`src/rtl/jump_pc_unit_if.sv`:
```
// rtl/jump_pc_unit_if.sv - jump-register forwarding/stall handshake between the jump PC unit and the forwarding unit
interface jump_pc_unit_if;
   logic [4:0] RegJump;
   logic       jr_in_id;
   logic [1:0] ForwardJ;
   logic       stallJ;

   modport master (
      output RegJump,
      output jr_in_id,
      input  ForwardJ,
      input  stallJ
   );

   modport slave (
      input  RegJump,
      input  jr_in_id,
      output ForwardJ,
      output stallJ
   );
endinterface

```
`src/rtl/jump_pc_unit.sv`:
```
// rtl/jump_pc_unit.sv - PC register, IF/ID latch and J/JAL/JR/JALR resolution in decode
// Redirects fetch with a one-bubble flush, under cache freeze, load-use hold and jump-register stall.
module jump_pc_unit #(
   parameter int              PC_W     = 32,
   parameter logic [PC_W-1:0] RESET_PC = 32'h00000000
) (
   input  logic             clk,
   input  logic             rst,
   input  logic             ICache_stall,
   input  logic             DCache_stall,
   input  logic             hazard_stall,
   input  logic [31:0]      IF_Instr,
   output logic [PC_W-1:0]  PC,
   output logic [31:0]      IFID_Instr,
   output logic [PC_W-1:0]  IFID_PC4,
   jump_pc_unit_if.master   jumpFwd,
   input  logic [PC_W-1:0]  RF_ReadData1,
   input  logic [PC_W-1:0]  EXMEM_ALUOut,
   input  logic [PC_W-1:0]  MEMWB_WriteData,
   input  logic             Branch_taken,
   input  logic [PC_W-1:0]  Branch_target,
   output logic             IF_flush,
   output logic [15:0]      jr_stall_cnt
);

   typedef enum logic {RUN, JWAIT} state_t;
   state_t state;

   logic [5:0]      opcode;
   logic [5:0]      funct;
   logic            isJ, isJal, isJr, isJalr;
   logic            jrInId, jumpInId;
   logic            freeze, jrHold, hold, redirect;
   logic [PC_W-1:0] pcPlus4, jTarget, jrTarget, redirectTarget;
   logic [15:0]     cntInc;

   assign opcode = IFID_Instr[31:26];
   assign funct  = IFID_Instr[5:0];
   assign isJ    = (opcode == 6'b000010);
   assign isJal  = (opcode == 6'b000011);
   assign isJr   = (opcode == 6'b000000) && (funct == 6'b001000);
   assign isJalr = (opcode == 6'b000000) && (funct == 6'b001001);

   assign jrInId   = isJr | isJalr;
   assign jumpInId = isJ | isJal | jrInId;

   assign jumpFwd.RegJump  = IFID_Instr[25:21];
   assign jumpFwd.jr_in_id = jrInId;

   // stallJ only means something while a register jump sits in decode.
   assign freeze   = ICache_stall | DCache_stall;
   assign jrHold   = jrInId & jumpFwd.stallJ;
   assign hold     = hazard_stall | jrHold;
   assign redirect = !rst & !freeze & !hold & (jumpInId | Branch_taken);
   assign IF_flush = redirect;

   assign pcPlus4 = PC + PC_W'(4);
   assign jTarget = {IFID_PC4[PC_W-1:28], IFID_Instr[25:0], 2'b00};

   always_comb begin
      jrTarget = RF_ReadData1;
      case (jumpFwd.ForwardJ)
         2'b01:   jrTarget = EXMEM_ALUOut;
         2'b10:   jrTarget = MEMWB_WriteData;
         default: jrTarget = RF_ReadData1;
      endcase
   end

   // A jump in decode is older than the branch and wins over it.
   always_comb begin
      redirectTarget = Branch_target;
      if (isJ | isJal) begin
         redirectTarget = jTarget;
      end else if (jrInId) begin
         redirectTarget = jrTarget;
      end
   end

   assign cntInc = (jr_stall_cnt == 16'hFFFF) ? jr_stall_cnt : jr_stall_cnt + 16'd1;

   always_ff @(posedge clk) begin
      if (rst) begin
         PC           <= RESET_PC;
         IFID_Instr   <= '0;
         IFID_PC4     <= '0;
         state        <= RUN;
         jr_stall_cnt <= '0;
      end else if (!freeze) begin
         if (redirect) begin
            PC         <= redirectTarget;
            IFID_Instr <= '0;
            IFID_PC4   <= '0;
         end else if (!hold) begin
            PC         <= pcPlus4;
            IFID_Instr <= IF_Instr;
            IFID_PC4   <= pcPlus4;
         end

         case (state)
            RUN: begin
               if (jrHold && !hazard_stall) begin
                  state        <= JWAIT;
                  jr_stall_cnt <= cntInc;
               end
            end
            JWAIT: begin
               if (jrHold) begin
                  jr_stall_cnt <= cntInc;
               end else begin
                  state <= RUN;
               end
            end
         endcase
      end
   end

endmodule

```
`src/flat_wrapper.sv`:
```
// flat-port wrapper written by rule: the top's interface ports become plain ports
module jump_pc_unit_flat 
#(
   parameter int              PC_W     = 32,
   parameter logic [PC_W-1:0] RESET_PC = 32'h00000000
)
  (clk, rst, ICache_stall, DCache_stall, hazard_stall, IF_Instr, PC, IFID_Instr, IFID_PC4, RF_ReadData1, EXMEM_ALUOut, MEMWB_WriteData, Branch_taken, Branch_target, IF_flush, jr_stall_cnt, jumpFwd_RegJump, jumpFwd_jr_in_id, jumpFwd_ForwardJ, jumpFwd_stallJ);
  jump_pc_unit_if jumpFwd_i ();
  input  logic clk;
  input  logic rst;
  input  logic ICache_stall;
  input  logic DCache_stall;
  input  logic hazard_stall;
  input  logic [31:0] IF_Instr;
  output logic [PC_W-1:0] PC;
  output logic [31:0] IFID_Instr;
  output logic [PC_W-1:0] IFID_PC4;
  input  logic [PC_W-1:0] RF_ReadData1;
  input  logic [PC_W-1:0] EXMEM_ALUOut;
  input  logic [PC_W-1:0] MEMWB_WriteData;
  input  logic Branch_taken;
  input  logic [PC_W-1:0] Branch_target;
  output logic IF_flush;
  output logic [15:0] jr_stall_cnt;
  output wire logic [$bits(jumpFwd_i.RegJump)-1:0] jumpFwd_RegJump;
  output wire logic [$bits(jumpFwd_i.jr_in_id)-1:0] jumpFwd_jr_in_id;
  input wire logic [$bits(jumpFwd_i.ForwardJ)-1:0] jumpFwd_ForwardJ;
  input wire logic [$bits(jumpFwd_i.stallJ)-1:0] jumpFwd_stallJ;
  assign jumpFwd_RegJump = jumpFwd_i.RegJump;
  assign jumpFwd_jr_in_id = jumpFwd_i.jr_in_id;
  assign jumpFwd_i.ForwardJ = jumpFwd_ForwardJ;
  assign jumpFwd_i.stallJ = jumpFwd_stallJ;
  jump_pc_unit #(.PC_W(PC_W), .RESET_PC(RESET_PC)) u_core (.clk(clk), .rst(rst), .ICache_stall(ICache_stall), .DCache_stall(DCache_stall), .hazard_stall(hazard_stall), .IF_Instr(IF_Instr), .PC(PC), .IFID_Instr(IFID_Instr), .IFID_PC4(IFID_PC4), .jumpFwd(jumpFwd_i), .RF_ReadData1(RF_ReadData1), .EXMEM_ALUOut(EXMEM_ALUOut), .MEMWB_WriteData(MEMWB_WriteData), .Branch_taken(Branch_taken), .Branch_target(Branch_target), .IF_flush(IF_flush), .jr_stall_cnt(jr_stall_cnt));
endmodule
```
`config.mk`:
```
export PLATFORM = sky130hd
export DESIGN_NAME = jump_pc_unit_flat
export DESIGN_NICKNAME = d
export VERILOG_FILES = /design/src/rtl/jump_pc_unit_if.sv /design/src/rtl/jump_pc_unit.sv /design/src/flat_wrapper.sv
export SDC_FILE = /design/constraint.sdc
export NUM_CORES = 1
export LEC_CHECK = 0
export CAP_MARGIN = 40
export CORE_MARGIN = 2
export CORE_UTILIZATION = 46
export DETAILED_ROUTE_END_ITERATION = 10
export GPL_ROUTABILITY_DRIVEN = 0
export PLACE_DENSITY = 0.87
export SKIP_LAST_GASP = 1
export SYNTH_ARGS = -nofsm -noshare
export SYNTH_HDL_FRONTEND = slang
export SYNTH_SLANG_ARGS = --single-unit
```
`constraint.sdc`:
```
create_clock -name clk -period 6.35 [get_ports clk]
set_clock_uncertainty 0.15 [all_clocks]
set_input_delay 1.5875 -clock clk [delete_from_list [all_inputs] [get_ports clk]]
set_output_delay 1.5875 -clock clk [all_outputs]
set_load 0.02 [all_outputs]
```
== Yosys cells after proc, flatten, opt, wreduce, memory -nomap -nowiden ==
Index checks and enable logic that the tools add are counted.

* Register bits: 113
* Bits of input ports: 169
* Output and inout bits: 119
* Word-level logic and storage cells: 54

* Add/sub/neg operators: 2
* Equal/unequal tests: 10
* Mux-type cells: 15
* Bitwise operators: 12
* Reductions and logical operators: 10

{| class="wikitable"
|+ Operators with widths
! cell !! count
|-
| $mux W32 || 7
|-
| $pmux W32 S2 || 1
|-
| $mux W16 || 3
|-
| $add A32 B3 Y32 const B || 1
|-
| $pmux W16 S2 || 1
|-
| $add A16 B1 Y16 const B || 1
|-
| $eq A16 B16 Y1 const B || 1
|-
| $eq A6 B2 Y1 const B || 2
|-
| $eq A6 B4 Y1 const B || 2
|-
| $logic_not A6 Y1 || 1
|-
| $or A1 B1 Y1 || 6
|-
| $and A1 B1 Y1 || 4
|-
| $logic_not A1 Y1 || 4
|-
| $ne A2 B2 Y1 const B || 2
|-
| $logic_and A1 B1 Y1 || 3
|-
| $reduce_and A3 Y1 || 1
|-
| $eq A2 B1 Y1 const B || 1
|-
| $eq A2 B2 Y1 const B || 1
|-
| $mux W1 || 2
|-
| $ne A2 B1 Y1 const B || 1
|-
| $not A1 Y1 || 2
|-
| $pmux W1 S2 || 1
|-
| $reduce_and A2 Y1 || 1
|}

== Longest topological paths before layout ==
* Word-level depth: 10
* Depth in mapped cells: 11
* Gate-level depth less buffers: 8

== Least setup slack after synthesis ==
Ideal clock, no wire load.

* Path type: input to output
* Start: in hazard_stall
* End: out IF_flush
* Arrival: 2545 ps
* Required time: 4612 ps
* Path slack: 2068 ps
* Cell stages on the path: 3
* Path buffers: 1
* Path through: a2111o_1 buf_4 nor3_2

* Word-level cells in the longest chain between the ends: 4

{| class="wikitable"
|+ RTL lines
! what !! RTL line !! source
|-
| start, declared || flat_wrapper.sv:13 || <nowiki>input logic hazard_stall;</nowiki>
|-
| $or A1 B1 Y1 || jump_pc_unit.sv:53 || <nowiki>assign hold = hazard_stall | jrHold;</nowiki>
|-
| $logic_not A1 Y1 || jump_pc_unit.sv:54 || <nowiki>assign redirect = !rst & !freeze & !hold & (jumpInId | Branch_taken);</nowiki>
|-
| $and A1 B1 Y1 (2 in series) || jump_pc_unit.sv:54 ||
|-
| end, declared || flat_wrapper.sv:23 || <nowiki>output logic IF_flush;</nowiki>
|}

No other way between the ends.

== Final worst setup path ==
* Start: in Branch_taken
* End: out IF_flush

* Word-level cells in the longest chain between the ends: 2

{| class="wikitable"
|+ RTL lines
! what !! RTL line !! source
|-
| start, declared || flat_wrapper.sv:21 || <nowiki>input logic Branch_taken;</nowiki>
|-
| $or A1 B1 Y1 || jump_pc_unit.sv:54 ||
|-
| $and A1 B1 Y1 || jump_pc_unit.sv:54 ||
|}

No other way between the ends.

==> reports/metrics.yaml <==
status: "complete, no violations"
hold_path.class: "register to register"
dp_hpwl_um: 19600
synth_simple_gate_area_share_pct: 23.5
ys_dominant_reg_cell: "dfxtp_1"
first_pass_iters: 9
synth-edff-count: 0
synth_seq_cells: 113
grt_max_degree: 85
wl_per_cell_um: 20.9
grt_usage_pct: 35.9
drt_iter0_drc: 1115
dp.cells: 1256
fin_crit_ns: 5.64
instances_no_fill: 1288
cts_buffers: 17
reg2regPathDepth: 9
nNetsFinal: 1268
synth_compound_area_share_pct: 28.3
antenna_found_initial: 0
seq_area_frac_synth_pct: 34.7
post-route-util_pct: 72.2
async_reset_ff_share_pct: 0
hold_depth: 2
syn-num-nets: 1022
maxSlewViolCount: 0
synthAdderAreaFrac_pct: 0.768
row_count: 43
ys_warn_count: 0
numPortBuffers: 287
grt_pass1_wl_um: 41300
timing.rr.end: "u_core.PC[22]"
hp-start: "u_core.IFID_PC4[27]"
drcViolationCount: 0
hold_viol_final: 0
cts_hold_buf: 0
ant_nets: 0
p_leak_nw: 3.43
fin_tns_setup_ns: 0
path_clk_slew_ns: 0.05
start_util_pct: 46.9
min_period_over_period_pct: 88.8
cts.sinks: 113
path_class: "input port to output pin"
post_cts_buffers: 0
crit_arrival_ns: 3.90
drive_gt1_share_pct: 6.14
synth.mux.area_fraction_pct: 0.461
rsz0062_at_grt: "false"
maxCapViolCount: 0
antenna_cells: 0
hold_end: "u_core.IFID_PC4[27]"
avgSynthCellArea_um2: 7.68
floorplan.die_area_um2: 15100
synth_top_family_by_area: "compound AO/OA/AOI/OAI gates"
end_kind: "output pin"
path_max_fanout: 13
wl_um: 27000
worst_pin_slew_ns: 0.944
setup_viol: 0
clock_latency_ns: 0.42
cts_max_path_buffers: 2
syn_inst: 849
rrSetupSlack_ns: 2.99
irDropWorstVdd_v: 0.000190
power.density_nw_per_um2: 206
num_vias: 7768
fmax_mhz: 177
crit_required_ns: 4.61
cts_tree: "yes"
crit_path_start: "Branch_taken"
via_per_inst: 6.03
pin_count: 288
yosys.cell_types.count: 70
cts_root_buffer: "clkbuf_16"
area_delta_synth_final_pct: 53.9
reg2reg_from: "u_core.IFID_Instr[27]"
holdWs_ns: 0.300
synth_xor_area_share_pct: 4.97
start_kind: "input port"
post_cts_resized: 0
core-area_um2: 13900
htreeDepth: 4
placed_cell_area_um2: 9430
grt_remaining_overflow: 0
fin_area_um2: 10000
grt_pass1_vias: 7367
synthesis.area_um2: 6520
die_x_um: 123
relSlewSlack_pct: 37.1
die_h_um: 123
## through the flow
stage / power [mW] / setup WS (ns)
floorplan: 0.905 / 2.07
global placement: 1.08 / 0.813
detailed placement: 1.09 / 0.741
CTS: 2.06 / 0.748
global route: 2.12 / 0.652
finish: 2.06 / 0.710
## report_power, final
part,switching [mW],internal (mW),leakage [nW]
Sequential,0.0199,0.722,0.913
Combinational,0.172,0.174,2.23
Clock,0.340,0.634,0.290
Total,0.532,1.53,3.43
## cell type report
| cell class | instances | area [um^2] |
|---|---|---|
| fill | 1093 | 3850 |
| multi-input combinational | 638 | 3820 |
| timing repair buffer | 301 | 3040 |
| sequential | 113 | 2260 |
| clock buffer | 22 | 464 |
| tap | 180 | 225 |
| clock inverter | 10 | 134 |
| inverter | 24 | 90.1 |
## synth_stat cells, drive strengths merged, types with 11 or more instances
cell type / n / area share, %
xnor2: 29 / 3.9
nand2: 84 / 4.8
nor2: 116 / 6.8
a211oi: 11 / 1.3
a22oi: 81 / 9.3
buf: 36 / 3.6
inv: 23 / 1.3
nand4: 12 / 1.2
clkbuf: 37 / 2.1
a21oi: 57 / 4.4
nor3: 28 / 2.3
o22ai: 14 / 1.3
dfxtp: 113 / 35
nand3: 33 / 3.0
o21ai: 53 / 4.1
## placed cells by master (no fill, tap or decap), drive strengths merged, types with 23 or more instances in the layout
master	count
nor2	116
nor3	28
nand2	84
clkdlybuf4s50	286
o21ai	53
xnor2	29
nand3	33
inv	23
dfxtp	113
a22oi	81
a21oi	57
## critical path, cell delays in order
cell and delay [ns]:
clkdlybuf4s50_1 0.81, a211oi_1 0.17, or2_2 0.38, nor3_2 0.27
clkdlybuf4s50_1 0.67
## metal layers
| metal | vias to the layer above | track usage, % | share of wire (%) |
|---|---|---|---|
| met1 | 3611 | 46.7 | 40 |
| li1 | 3611 | - | - |
| met4 | 0 | 13.9 | 3.2 |
| met2 | 483 | 57.7 | 47 |
| met3 | 63 | 8.44 | 9.8 |
| met5 | - | 0 | 0 |
## state kept, by name (all words and copies together), names as in the netlist
signal / flops
u_core.PC: 32
u_core.jr_stall_cnt: 16
u_core.IFID_Instr: 32
u_core.IFID_PC4: 32
u_core.state: 1
## cells by family (layout without fill, tap and decap cells)
kind of cell / count (synthesis) / after routing
adder cells (fa/ha/maj): 4 / 4
AO/OA/AOI/OAI: 276 / 276
XOR/XNOR: 37 / 37
flip-flops: 113 / 113
multiplexers: 3 / 3
AND/OR/NAND/NOR: 318 / 318
buffers and inverters: 98 / 357
## worst max path at each step
| stage | to | cells past startpoint |
|---|---|---|
| final | IF_flush | 5 |
| after global routing | IF_flush | 5 |
| after CTS | IF_flush | 5 |
| after detailed placement | IF_flush | 5 |
| after global placement | IF_flush | 5 |
| after floorplan | IF_flush | 3 |
Note: power is estimated with default switching activity, not from simulation.
==> edit 1, RTL diff (config.mk and constraints unchanged) <==
Add an input register stage for `Branch_target`, with the module's reset; this delays it by one clock. The other inputs are not delayed to match.
--- a/src/rtl/jump_pc_unit.sv
+++ b/src/rtl/jump_pc_unit.sv
@@ -26,2 +26,13 @@
    typedef enum logic {RUN, JWAIT} state_t;
+
+   logic [PC_W-1:0] Branch_target_q;
+
+   always_ff @(posedge clk) begin
+      if (rst) begin
+         Branch_target_q <= '0;
+      end else begin
+         Branch_target_q <= Branch_target;
+      end
+   end
+
    state_t state;
@@ -70,3 +81,3 @@
    always_comb begin
-      redirectTarget = Branch_target;
+      redirectTarget = Branch_target_q;
       if (isJ | isJal) begin
Function: changed (a bounded check fails within 4 cycles, from zero or initial values and one cycle with rst high).
==> edit 1 against the original RTL <==
Routed wire length rose by 2.6%; via count up 3.7%; cell area up 7.7%; count of clock-buffer cells in the layout down 1; synthesized area rose by 11%; worst setup slack got worse by 0.084 ns; sequential cell count grew 32; power increased by 9.6%; synthesized cell count is 6.5% higher; largest cell class unchanged; largest power group is now sequential cells.
==> edit 1: results <==
# TYPE chip_impl_metric gauge
chip_impl_metric{name="grtUsageMet3",unit="%"} 7.27
chip_impl_metric{name="use_met2",unit="%"} 57.2
chip_impl_metric{name="met2_length",unit="um"} 13600
chip_impl_metric{name="grt.met1_usage",unit="%"} 40.3
chip_impl_metric{name="antenna_found_initial",unit=""} 1
chip_impl_metric{name="met3_length",unit="um"} 2240
chip_impl_metric{name="cp_data_arrival_time",unit="ns"} 3.99
chip_impl_metric{name="drt_first_iter_violations",unit=""} 770
chip_impl_metric{name="grt_use_total",unit="%"} 33.2
chip_impl_metric{name="drt_first_pass_iters",unit=""} 7
chip_impl_metric{name="average_via_count_per_standard_cell",unit=""} 5.89
chip_impl_metric{name="synth.yosys.seq_area_share",unit="%"} 40.0
chip_impl_metric{name="detailedPlacementHpwl",unit="um"} 20100
chip_impl_info{name="netlist_top_cells_count",value="145 x sky130_fd_sc_hd__dfxtp_1, 100 x sky130_fd_sc_hd__nand2_1, 93 x sky130_fd_sc_hd__nor2_1, 86 x sky130_fd_sc_hd__a22oi_1, 64 x sky130_fd_sc_hd__a21oi_1"} 1
chip_impl_metric{name="rrSetupSlack",unit="ns"} 3.21
chip_impl_metric{name="vdd_ir_drop_max",unit="V"} 0.000220
chip_impl_metric{name="critical_path.max_stage_delay",unit="ns"} 0.73
chip_impl_metric{name="wire_length_of_the_first_global_routing_pass",unit="um"} 42800
chip_impl_info{name="outcome",value="complete, no violations"} 1
chip_impl_metric{name="p_seq",unit="mW"} 0.955
chip_impl_metric{name="syn_nets",unit=""} 1077
chip_impl_metric{name="m1WireLength",unit="um"} 10900
chip_impl_info{name="synth_top_cells_by_area",value="sky130_fd_sc_hd__dfxtp_1 40%, sky130_fd_sc_hd__a22oi_1 8.9%, sky130_fd_sc_hd__nand2_1 5.2%"} 1
chip_impl_metric{name="critical_path.max_fanout",unit=""} 9
chip_impl_metric{name="clkLatencyLatePin",unit="ns"} 0.44
==> edit 1: changes by cell type in the layout (fill, tap and decap cells not counted), moves of 5 or more <==
cell	delta
sky130_fd_sc_hd__dfxtp_1	+32
sky130_fd_sc_hd__a22oi_1	+5
sky130_fd_sc_hd__nand2_1	+15
sky130_fd_sc_hd__inv_1	-14
sky130_fd_sc_hd__and4_1	+5
sky130_fd_sc_hd__nor2b_1	+32
sky130_fd_sc_hd__a21oi_1	+7
sky130_fd_sc_hd__nor3_1	-9
sky130_fd_sc_hd__xor2_1	+11
sky130_fd_sc_hd__nor2_1	-22
sky130_fd_sc_hd__nor4_1	+6
sky130_fd_sc_hd__xnor2_1	-12
==> edit 1: final cells by class <==
class                      instances  area, sq um
clock inverter                    10         86.3
tap                              211          264
fill                            1214         4520
inverter                          11         41.3
clock buffer                      21          470
multi-input combinational        670         4000
sequential                       145         2900
timing repair buffer             299         3030
==> edit 1: kinds of logic (layout without fill, tap and decap cells) <==
family / after synthesis / after routing / synth area share (%)
buffers and inverters: 89 / 341 / 5.09
muxes: 3 / 3 / 0.431
DFF: 145 / 145 / 40.0
AOI/OAI and AO/OA: 282 / 282 / 25.7
adders and majority gates: 4 / 4 / 0.690
and+or+nand+nor: 345 / 345 / 23.7
xor gates and xnor gates: 36 / 36 / 4.35
==> edit 1: worst register-to-register path, delay by kind of cell, from the launching register on <==
| kind | cells | cell delay (ns) |
|---|---|---|
| compound gates | 1 | 0.26 |
| xor+xnor | 1 | 0.19 |
| buf+inv | 1 | 0.46 |
| flops | 1 | 0.46 |
| simple gates | 4 | 1.48 |
==> edit 1: through the flow <==
stage | total power [mW] | cell area (sq um) | setup slack [ns] | instances | hold slack (ns)
2_1_floorplan | 1.13 | 7250 | 2.33 | 904 | 0.304
3_3_place_gp | 1.31 | 10100 | 0.797 | 1332 | 0.294
3_5_place_dp | 1.32 | 10200 | 0.706 | 1336 | 0.296
4_1_cts | 2.26 | 10800 | 0.693 | 1367 | 0.305
5_1_grt | 2.32 | 10800 | 0.533 | 1367 | 0.323
6_report | 2.26 | 10800 | 0.626 | 1367 | 0.301
==> edit 1: worst paths after layout <==
| kind | end | start | cells past startpoint |
|---|---|---|---|
| setup / recovery | IF_flush | Branch_taken | 6 |
| hold / removal | u_core.IFID_PC4[4]$_SDFFE_PP0P_ | u_core.IFID_PC4[4]$_SDFFE_PP0P_ | 2 |
| setup reg to reg | u_core.jr_stall_cnt[5]$_SDFFE_PP0P_ | u_core.IFID_Instr[3]$_SDFFE_PP0P_ | 7 |
| hold reg to reg | u_core.IFID_PC4[4]$_SDFFE_PP0P_ | u_core.IFID_PC4[4]$_SDFFE_PP0P_ | 2 |
==> edit 2, RTL diff (same flow settings) <==
Made on the original files. `PC_W` is set to 32 in 2 places; all go to 36.
--- a/src/rtl/jump_pc_unit.sv
+++ b/src/rtl/jump_pc_unit.sv
@@ -3,3 +3,3 @@
 module jump_pc_unit #(
-   parameter int              PC_W     = 32,
+   parameter int              PC_W     = 36,
    parameter logic [PC_W-1:0] RESET_PC = 32'h00000000
--- a/src/flat_wrapper.sv
+++ b/src/flat_wrapper.sv
@@ -3,3 +3,3 @@
 #(
-   parameter int              PC_W     = 32,
+   parameter int              PC_W     = 36,
    parameter logic [PC_W-1:0] RESET_PC = 32'h00000000
Interface: changed (6 resized); port bits go from 288 to 312. The function was not compared with the original's and may differ.
==> edit 2 against the original RTL <==
Cell area rose by 7.3%; register-to-register slack improved by 0.16 ns; fmax rose by 3.0%; die area grew 7.6%; power increased by 3.1%; sequential power is 7.1% higher; worst setup slack better by 0.17 ns; sequential cell count is 8 higher; routed wire length up 10%; synthesized area is 7.8% higher; count of clock-buffer cells in the layout up 2; clock power decreased by 2%; via count is 8.8% higher.
==> edit 2: results <==
# TYPE chip_impl_metric gauge
chip_impl_info{name="outcome",value="complete, no violations"} 1
chip_impl_metric{name="via_count_of_the_first_global_routing_pass",unit=""} 7900
chip_impl_metric{name="routedWlPerCell",unit="um"} 21.7
chip_impl_metric{name="detailedPlacementHpwl",unit="um"} 21900
chip_impl_metric{name="buffers_excl_clock",unit=""} 325
chip_impl_metric{name="buf_share",unit="%"} 30.6
chip_impl_metric{name="layout.filler_cells",unit=""} 1174
chip_impl_metric{name="layout-drive-gt1-share",unit="%"} 5.73
chip_impl_metric{name="synth_cell_types",unit=""} 72
chip_impl_metric{name="average_via_count_per_standard_cell",unit=""} 6.15
chip_impl_metric{name="multi_input_area_share",unit="%"} 38.7
chip_impl_metric{name="grt_start_max_net_pins",unit=""} 74
chip_impl_metric{name="grt_use_total",unit="%"} 36.0
chip_impl_metric{name="drt_first_pass_iters",unit=""} 5
chip_impl_metric{name="power.internal",unit="mW"} 1.57
chip_impl_metric{name="timing.hold.ws",unit="ns"} 0.302
chip_impl_metric{name="fin_util",unit="%"} 71.3
chip_impl_metric{name="layout.comb_gates.multi_input",unit=""} 690
chip_impl_metric{name="clock_area_share",unit="%"} 5.35
chip_impl_metric{name="grtUsageMet3",unit="%"} 9.84
chip_impl_metric{name="inverters",unit=""} 18
chip_impl_metric{name="cp_data_arrival_time",unit="ns"} 3.74
chip_impl_metric{name="nFlopsAndLatches",unit=""} 121
chip_impl_metric{name="critical_path.max_fanout",unit=""} 12
chip_impl_metric{name="drt_first_iter_violations",unit=""} 1022
chip_impl_metric{name="tightestPinTransition",unit="ns"} 0.766
chip_impl_info{name="synth_top_cells_by_area",value="sky130_fd_sc_hd__dfxtp_1 34%, sky130_fd_sc_hd__a22oi_1 10%, sky130_fd_sc_hd__nand2_1 6.4%"} 1
chip_impl_metric{name="dpl-instance-area",unit="sq mm"} 0.0102
chip_impl_metric{name="m1WireLength",unit="um"} 11500
chip_impl_metric{name="grt.met1_usage",unit="%"} 45.0
chip_impl_metric{name="dp_cells",unit=""} 1342
chip_impl_metric{name="pre_cts_slack",unit="ns"} 0.955
chip_impl_metric{name="placeableCoreArea",unit="sq mm"} 0.0151
chip_impl_metric{name="rrSetupSlack",unit="ns"} 3.15
chip_impl_metric{name="met2_length",unit="um"} 14200
chip_impl_metric{name="nNetsFinal",unit=""} 1362
chip_impl_metric{name="clock_buffers",unit=""} 24
[edit 2: logic make-up after synthesis]
family	synth area share (%)
compound gates	29.9
xor+xnor	4.24
fa+ha+maj	0.712
buf+inv	6.63
flops	34.5
mux	0.285
simple gates	23.8
[edit 2: final timing paths]
check	startpoint	end	depth (start not counted)
worst max register to register	u_core.IFID_Instr[2]$_SDFFE_PP0P_	u_core.PC[14]$_SDFFE_PP0P_	6
worst min register to register	u_core.IFID_PC4[6]$_SDFFE_PP0P_	u_core.IFID_PC4[6]$_SDFFE_PP0P_	2
worst min-delay path	u_core.IFID_PC4[6]$_SDFFE_PP0P_	u_core.IFID_PC4[6]$_SDFFE_PP0P_	2
worst max-delay path	Branch_taken	IF_flush	6
[edit 2: power by group through the flow]
stage / sequential, mW / combinational, mW / clock (mW)
finish: 0.795 / 0.374 / 0.958
floorplan: 0.820 / 0.146 / 0
global route: 0.797 / 0.397 / 0.995
CTS: 0.794 / 0.368 / 0.958
global placement: 0.809 / 0.353 / 0
detailed placement: 0.810 / 0.366 / 0
